<file path="src/rtl/spi_pkg.sv">
// spi_pkg: shared state encoding, opcodes and widths for the SPI master.
package spi_pkg;
    localparam int CMD_W  = 10;
    localparam int DATA_W = 8;

    typedef enum logic [2:0] {IDLE, START, SHIFT, TURN, RECV, STOP} state_t;

    localparam logic [1:0] OP_WR_ADDR = 2'b00;
    localparam logic [1:0] OP_WR_DATA = 2'b01;
    localparam logic [1:0] OP_RD_ADDR = 2'b10;
    localparam logic [1:0] OP_RD_DATA = 2'b11;
endpackage

</file>
<file path="src/rtl/spi_master_shifter.sv">
// spi_master_shifter: PISO command register, SIPO receive register and down-counter.
module spi_master_shifter #(
    parameter int TX_W = 10,
    parameter int RX_W = 8
) (
    input  logic            clk,
    input  logic            rst_n,
    input  logic            load,
    input  logic [TX_W-1:0] din,
    input  logic            shift_tx,
    input  logic            shift_rx,
    input  logic            miso,
    input  logic            cnt_load,
    input  logic [3:0]      cnt_val,
    output logic            tx_msb,
    output logic [RX_W-1:0] rx_next,
    output logic            cnt_zero
);
    logic [TX_W-1:0] tx;
    logic [RX_W-2:0] rx;
    logic [3:0]      cnt;

    assign tx_msb   = tx[TX_W-1];
    assign rx_next  = {rx, miso};
    assign cnt_zero = cnt == 4'd0;

    // counter saturates at zero so it never wraps inside a state
    always_ff @(posedge clk or negedge rst_n) begin
        if (!rst_n) begin
            tx  <= '0;
            rx  <= '0;
            cnt <= '0;
        end else begin
            if (load) tx <= din;
            else if (shift_tx) tx <= {tx[TX_W-2:0], 1'b0};
            if (shift_rx) rx <= rx_next[RX_W-2:0];
            if (cnt_load) cnt <= cnt_val;
            else if (!cnt_zero) cnt <= cnt - 4'd1;
        end
    end
endmodule

</file>
<file path="src/rtl/spi_master.sv">
// spi_master: command-frame SPI master; opcode 11 adds a turnaround and 8-bit receive phase.
// Define SPI_MASTER_SEQ_CHECK_EN to add the sticky seq_err output for out-of-order opcodes.
module spi_master #(
    parameter int TURNAROUND = 2,
    parameter int CMD_W      = spi_pkg::CMD_W
) (
    input  logic                       clk,
    input  logic                       rst_n,
    input  logic [CMD_W-1:0]           cmd,
    input  logic                       cmd_valid,
    output logic                       cmd_ready,
    output logic                       SS_n,
    output logic                       MOSI,
    input  logic                       MISO,
    output logic [spi_pkg::DATA_W-1:0] rd_data,
    output logic                       rd_valid
`ifdef SPI_MASTER_SEQ_CHECK_EN
    ,
    output logic                       seq_err
`endif
);
    import spi_pkg::*;

    state_t            state, state_nx;
    logic              rdy_en, accept, shift_tx, shift_rx, cnt_load, cnt_zero, tx_msb, rx_done;
    logic [1:0]        op, cmd_op;
    logic [3:0]        cnt_val;
    logic [DATA_W-1:0] rx_next;

    assign cmd_op    = cmd[CMD_W-1 -: 2];
    assign cmd_ready = rdy_en && state == IDLE;
    assign accept    = cmd_valid && cmd_ready;
    assign SS_n      = state == IDLE || state == STOP;
    assign MOSI      = state == SHIFT ? tx_msb : 1'b0;
    assign rx_done   = state == RECV && cnt_zero;

    always_comb begin
        state_nx = state;
        cnt_load = 1'b0;
        cnt_val  = 4'd0;
        shift_tx = 1'b0;
        shift_rx = 1'b0;
        case (state)
            IDLE:  state_nx = accept ? START : IDLE;
            START: begin
                state_nx = SHIFT;
                cnt_load = 1'b1;
                cnt_val  = 4'(CMD_W - 1);
            end
            SHIFT: begin
                shift_tx = 1'b1;
                if (cnt_zero) begin
                    state_nx = op == OP_RD_DATA ? TURN : STOP;
                    cnt_load = op == OP_RD_DATA;
                    cnt_val  = 4'(TURNAROUND - 1);
                end
            end
            TURN: begin
                if (cnt_zero) begin
                    state_nx = RECV;
                    cnt_load = 1'b1;
                    cnt_val  = 4'(DATA_W - 1);
                end
            end
            RECV: begin
                shift_rx = 1'b1;
                state_nx = cnt_zero ? STOP : RECV;
            end
            STOP:    state_nx = IDLE;
            default: state_nx = IDLE;
        endcase
    end

    // rdy_en keeps cmd_ready low until the first edge after reset release
    always_ff @(posedge clk or negedge rst_n) begin
        if (!rst_n) begin
            state    <= IDLE;
            rdy_en   <= 1'b0;
            op       <= '0;
            rd_data  <= '0;
            rd_valid <= 1'b0;
        end else begin
            state    <= state_nx;
            rdy_en   <= 1'b1;
            rd_valid <= rx_done;
            if (accept) op <= cmd_op;
            if (rx_done) rd_data <= rx_next;
        end
    end

`ifdef SPI_MASTER_SEQ_CHECK_EN
    logic seen_wa, seen_ra;
    always_ff @(posedge clk or negedge rst_n) begin
        if (!rst_n) begin
            seen_wa <= 1'b0;
            seen_ra <= 1'b0;
            seq_err <= 1'b0;
        end else if (accept) begin
            seen_wa <= seen_wa || cmd_op == OP_WR_ADDR;
            seen_ra <= seen_ra || cmd_op == OP_RD_ADDR;
            seq_err <= seq_err || (cmd_op == OP_RD_DATA && !seen_ra) || (cmd_op == OP_WR_DATA && !seen_wa);
        end
    end
`endif

    spi_master_shifter #(.TX_W(CMD_W), .RX_W(DATA_W)) u_shifter (
        .clk      (clk),
        .rst_n    (rst_n),
        .load     (accept),
        .din      (cmd),
        .shift_tx (shift_tx),
        .shift_rx (shift_rx),
        .miso     (MISO),
        .cnt_load (cnt_load),
        .cnt_val  (cnt_val),
        .tx_msb   (tx_msb),
        .rx_next  (rx_next),
        .cnt_zero (cnt_zero)
    );
endmodule

</file>
<file path="config.mk">
export PLATFORM = sky130hd
export DESIGN_NAME = spi_master
export DESIGN_NICKNAME = d
export VERILOG_FILES = /design/src/rtl/spi_pkg.sv /design/src/rtl/spi_master_shifter.sv /design/src/rtl/spi_master.sv
export SDC_FILE = /design/constraint.sdc
export NUM_CORES = 1
export LEC_CHECK = 0
export ABC_AREA = 0
export BUFFER_PORTS_ARGS = -buffer_cell sky130_fd_sc_hd__buf_4
export CAP_MARGIN = 40
export CORE_MARGIN = 1.5
export CORE_UTILIZATION = 40
export CTS_BUF_LIST = sky130_fd_sc_hd__clkbuf_4
export DETAILED_ROUTE_END_ITERATION = 10
export PLACE_DENSITY_LB_ADDON = 0.12
export SLEW_MARGIN = 40
export SYNTH_ARGS = -nofsm -noshare
export SYNTH_HDL_FRONTEND = slang
export SYNTH_HIERARCHICAL = 1
export SYNTH_SLANG_ARGS = --single-unit
</file>
<file path="constraint.sdc">
create_clock -name clk -period 2.9 [get_ports clk]
set_input_delay 0.145 -clock clk [delete_from_list [all_inputs] [get_ports clk]]
set_output_delay 0.145 -clock clk [all_outputs]
set_load 0.01 [all_outputs]
</file>
==> results of run 1 <==
## per-layer routing
layer	share of wire, %	up-vias	global-route usage, %
met2	46	25	21.60
li1	-	519	-
met5	0	-	0
met3	5.0	5	3.947
met4	1.6	0	6.750
met1	47	496	18.03
## report_power, final
| part | internal, mW | switching, mW | leakage, nW | total (mW) |
|---|---|---|---|---|
| sequential | 0.683 | 0.156 | 0.466 | 0.840 |
| combinational | 0.387 | 0.314 | 0.422 | 0.701 |
| clock | 0.0890 | 0.166 | 0.0324 | 0.255 |
| total | 1.16 | 0.636 | 0.920 | 1.80 |
## layout make-up
class	count	area (sq um)	area share, %
Sequential cell	36	900.9	46.33
Multi-Input combinational cell	89	706.9	36.36
Timing Repair Buffer	27	207.7	10.68
Tap cell	50	62.56	3.218
Clock buffer	5	37.54	1.931
Inverter	4	15.01	0.7722
Clock inverter	3	13.76	0.7079
## cell usage after synthesis (all sizes together), types with 2 or more instances
master	instances	area, sq um
nor3b	4	52.55
buf	6	53.80
nor2b	2	12.51
mux2i	11	110.1
nand2b	3	21.27
o21ai	12	60.06
inv	4	15.01
nand2	17	63.81
a21oi	2	10.01
and2	2	15.02
nor2	4	15.01
mux2	18	232.7
nor3	2	10.01
dfrtp	36	900.9
clkbuf	3	11.26
## registers in the layout, indices dropped and copies added (netlist names)
signal and flops:
u_shifter/tx 10, rd_data 8, u_shifter/rx 7, u_shifter/cnt 4
state 3, op 2, rd_valid 1, rdy_en 1
## path summary, 6_finish.rpt
| check | end | slack (ps) | cells past startpoint |
|---|---|---|---|
| worst min register to register | u_shifter/rx[6] | 530 | 1 |
| worst min-delay path | u_shifter/tx[9] | 20 | 3 |
| worst max-delay path | u_shifter/cnt[3] | 560 | 8 |
| worst max register to register | u_shifter/cnt[3] | 560 | 8 |
| max in group asynchronous | u_shifter/tx[4] | 2280 | 2 |
| min in group asynchronous | u_shifter/cnt[2] | 300 | 2 |
## critical path: cells and delay by family (launching register included)
family	cells	cell delay [ps]
buffers and inverters	1	90
adder cells (fa/ha/maj)	1	210
AO/OA/AOI/OAI	2	510
AND/OR/NAND/NOR	4	1020
flip-flops	1	400
## cell families (layout without fill, tap and decap cells)
family | count (synthesis) | count (layout)
AO/OA/AOI/OAI | 19 | 19
XOR/XNOR | 2 | 2
adder cells (fa/ha/maj) | 1 | 1
buffers and inverters | 13 | 39
flip-flops | 36 | 36
multiplexers | 29 | 29
other | 1 | 1
AND/OR/NAND/NOR | 37 | 37
## cells in the final DEF, fill, tap and decap left out, types with 2 or more instances in the layout
master          n
a21oi_1         2
buf_4          25
clkbuf_4        5
clkinv_2        2
dfrtp_1        36
dlygate4sd3_1   2
inv_1           4
mux2_1          2
mux2_2          8
mux2_4          8
mux2i_1        11
nand2_1        17
nand2b_1        2
nor2_1          4
nor2b_1         2
nor3_1          2
nor3b_1         2
nor3b_4         2
o21ai_0        10
o21ai_1         2
## timing repair
action                                 CTS  global route
endpoints found under the hold margin   37             0
hold buffers                             2             0
gates resized for setup                  0             0
==> run metrics, run 1 <==
Syn Area/Cell=between 10 and 15 sq um; IO Count=26; Post-Synth Adder-Cell Area=less than 1%; total power draw=1.796 mW; Syn. warnings=6; crit end category=register; DR DRC count=0; pre-CTS WS=588.2 ps; CTS tree=yes; VDD IR-drop max=0.3603 mV; Routability Congestion=approximately 0.76; register area share after synthesis=between 50 and 60%; die footprint=4619 sq um; Post-Syn Area=1688 sq um; pwr/cell area=between 900 and 1000 nW/um^2; Min-Delay Path Class=input pin to register; post-DP HPWL=around 1900 um; global-route wire length before repair=4698 um; worst skew pair latency=between 300 and 400 ps; asr flop ratio synth=100.0%; Die Ht=67.96 um; reg2reg start=u_shifter/cnt[0]; critical path peak fanout=8; Worst Path Arrival=2570 ps; First-pass DRT Iterations=3; Final period util=around four fifths; vias in the first global route=1015; Max Freq=approximately 430 MHz; area of placed instances=1873 sq um; cells after synthesis=around 140; Bufs on Longest Clock Path=2; Worst-path clk slew=between 100 and 150 ps; Pleak=0.9203 nW; max-slew violation count=0; GRT Residual Overflow=0; NumNets Final=between 150 and 200; simple logic cell fraction of the synthesized area=12.97%; Final Non-Filler Cells=between 200 and 250; Critical Path RT=between 3000 and 4000 ps; Die W=between 60 and 70 um; Cell variety after synth=36; Worst-Margin Slew=approximately 540 ps; final core utilization=between 40% and 50%; #FFs+latches synth=36; GR Util All Layers=13.99%; RSZ-0062 raised after global routing=no; # setup viols final=0; post-route ant nets=0; Setup CP Type=register to register; setup TNS=0 ps; ys flop type=dfrtp_1; WHS=roughly 24 ps; status=complete, no violations; number of vias per cell=4.883; Clock Sinks=36; Rel. slew slack=between 60% and 70%; layout cells sized above 1=between 30% and 40%; worst min-delay path startpoint=cmd[9]; initial antenna violation count=0; Num CTS Buffers=5; largest family of logic cells by synthesized area=multiplexers; critical path's slowest cell=nor2b_1; core box area=between 4000 and 5000 sq um; DR vias=roughly 1000; CTS HTree Levels=2; final hold vios=0; Clock Tree Root=clkbuf_4; ant diodes=0; Period minus WS final=between 2000 and 2500 ps; Synth Area in XOR/XNOR=1.038%; WL per Instance=between 10 and 15 um; pin count of the biggest net entering global routing=37; fraction of synthesized area in multiplexers=roughly a fifth; design area=around 1900 sq um; Post-synth EDFFs=0; setup repair bufs after CTS=0; Synth Area in Compound Gates=6.597%; largest stage delay on the critical path=around 420 ps; Starting Density=41.89%; dpl cells=a little over 200; Port-buffer cells=25; crit path launch=u_shifter/cnt[0]; crit-path cells=inv_1 -> ha_1 -> nor3b_4 -> nand2_1 -> a21oi_1 -> nor2b_1 -> nor3_1 -> a221o_1; Area Overhead vs Synth=15.20%; DR iter-0 viols=23; std cell rows=23; Syn Nets=approximately 150; startpoint types=register; post-route setup slack=562.6 ps; final wirelength=roughly 2800 um; maxcap violations=0; clock skew=about 15 ps; # fillers=between 300 and 400
Note: power is estimated with default switching activity, not from simulation.
==> inputs of run 2 (changes only) <==
- clock period: 2.9 -> 2.3 ns (I/O delays scaled with it)
==> run 2 against run 1 <==
Global-route usage is 1.0 points higher. Cell count increased by 5.6%. Non-clock buffer count increased by 12. Combinational power increased by 33%. Utilization is 3.6 points higher. Critical path type unchanged. Design area grew 7.5%. Largest power group unchanged.
==> run metrics, run 2 (synthesis gave the netlist of run 1 again) <==
Critical Path RT=roughly 2500 ps; max reg flops=10; VDD IR-drop max=roughly 0.48 mV; layout cells sized above 1=32.39%; setup repair bufs after CTS=0; Port-buffer cells=25; DR vias=1124; ant diodes=0; clock skew=16.51 ps; design area=2091 sq um; Starting Density=41.89%; Worst Path Arrival=between 2000 and 2500 ps; NumNets Final=190; WHS=~140 ps; post-DP HPWL=~2000 um; Largest regs=u_shifter/tx (10), rd_data (8), u_shifter/rx (7); final hold vios=0; Clock Tree Root=clkbuf_4; final wirelength=2972 um; Setup CP Type=register to register; # setup viols final=0; WL per Instance=~13 um; Final period util=91.09%; critical path peak fanout=8; DR DRC count=0; CTS tree=yes; IO Count=26; final core utilization=51.89%; Reg with most FFs=u_shifter/tx; setup TNS=0 ps; pre-CTS WS=~90 ps; Num CTS Buffers=5; worst skew pair latency=about 340 ps; Bufs on Longest Clock Path=2; Max Freq=~480 MHz; dpl cells=206; Area Overhead vs Synth=23.87%; maxcap violations=0; Worst-Margin Slew=559.5 ps; Final Non-Filler Cells=226; area of placed instances=around 1900 sq um; die footprint=between 4000 and 5000 sq um; GR Util All Layers=roughly 15%; total power draw=around 2.4 mW; crit end category=register; core box area=4029 sq um; RSZ-0062 raised after global routing=no; # fillers=about 380; Die Ht=a little under 70 um; std cell rows=23; Clock Sinks=36; post-route setup slack=roughly 200 ps; global-route wire length before repair=~5100 um; CTS HTree Levels=2; commonest non-fill, non-tap cell in the layout=dfrtp_1; DR iter-0 viols=between 40 and 50; Rel. slew slack=a little over three fifths; startpoint types=register; most frequent cells in the layout=dfrtp_1, buf_4, nand2_1; initial antenna violation count=0; GRT Residual Overflow=0; pin count of the biggest net entering global routing=37; max-slew violation count=0; number of vias per cell=around 5.0; Pleak=approximately 0.98 nW; status=complete, no violations; First-pass DRT Iterations=4; Worst-path clk slew=110 ps; post-route ant nets=0; Period minus WS final=around 2100 ps; vias in the first global route=about 1100; pwr/cell area=1164 nW/um^2; Die W=67.96 um; Min-Delay Path Class=input pin to register; Routability Congestion=approximately 0.8
==> run 2: cell types whose count changed in the layout (fill, tap and decap cells not counted) <==
cell	delta
dlygate4sd3_1	+10
buf_4	+2
bufinv_16	+1
clkinv_1	-1
clkinv_2	-1
clkinvlp_4	+1
nor2b_1	-1
nor2b_2	+1
==> run 2: path summary, 6_finish.rpt <==
check,cells past startpoint,to,start,slack [ps]
min reg2reg,1,rd_data[7],u_shifter/rx[6],520
max,8,u_shifter/cnt[3],u_shifter/cnt[0],200
min in group asynchronous,2,u_shifter/rx[6],rst_n,250
max reg2reg,8,u_shifter/cnt[3],u_shifter/cnt[0],200
min,4,state[0],cmd_valid,140
max in group asynchronous,2,u_shifter/rx[1],rst_n,1720
==> run 2: per-layer routing <==
layer	routed length (um)	global-route usage, %
met3	139	5.428
met2	1398	24.51
met1	1406	18.34
met4	28	5.250
met5	0	0
==> run 2: critical path, stage by stage, from the launching register on <==
cell and delay [ps]:
dfrtp_1 390, inv_1 90, ha_1 220, nor3b_4 210, nand2_1 120, a21oi_1 200, nor2b_2 340, nor3_1 90
a221o_1 320
==> run 2: final cells by class <==
cell class                      instances  area [sq um]  share of cell area (%)
Clock inverter                          3         42.54                   2.035
Inverter                                4         15.01                  0.7181
Clock buffer                            5         37.54                   1.795
Sequential cell                        36         900.9                   43.09
Multi-Input combinational cell         89         709.4                   33.93
Timing Repair Buffer                   39         322.8                   15.44
Tap cell                               50         62.56                   2.992
==> run 2: repair_timing <==
item / 4_1_cts / 5_1_grt
endpoints found under the hold margin: 48 / 1
endpoints found under the setup margin: 0 / 2
resized for setup: 0 / 1
hold buffers: 11 / 1
==> run 2: power by group <==
group	internal (mW)	total, mW	switching [mW]
sequential	0.861	1.06	0.200
clock	0.227	0.440	0.214
combinational	0.518	0.933	0.415
total	1.61	2.43	0.829
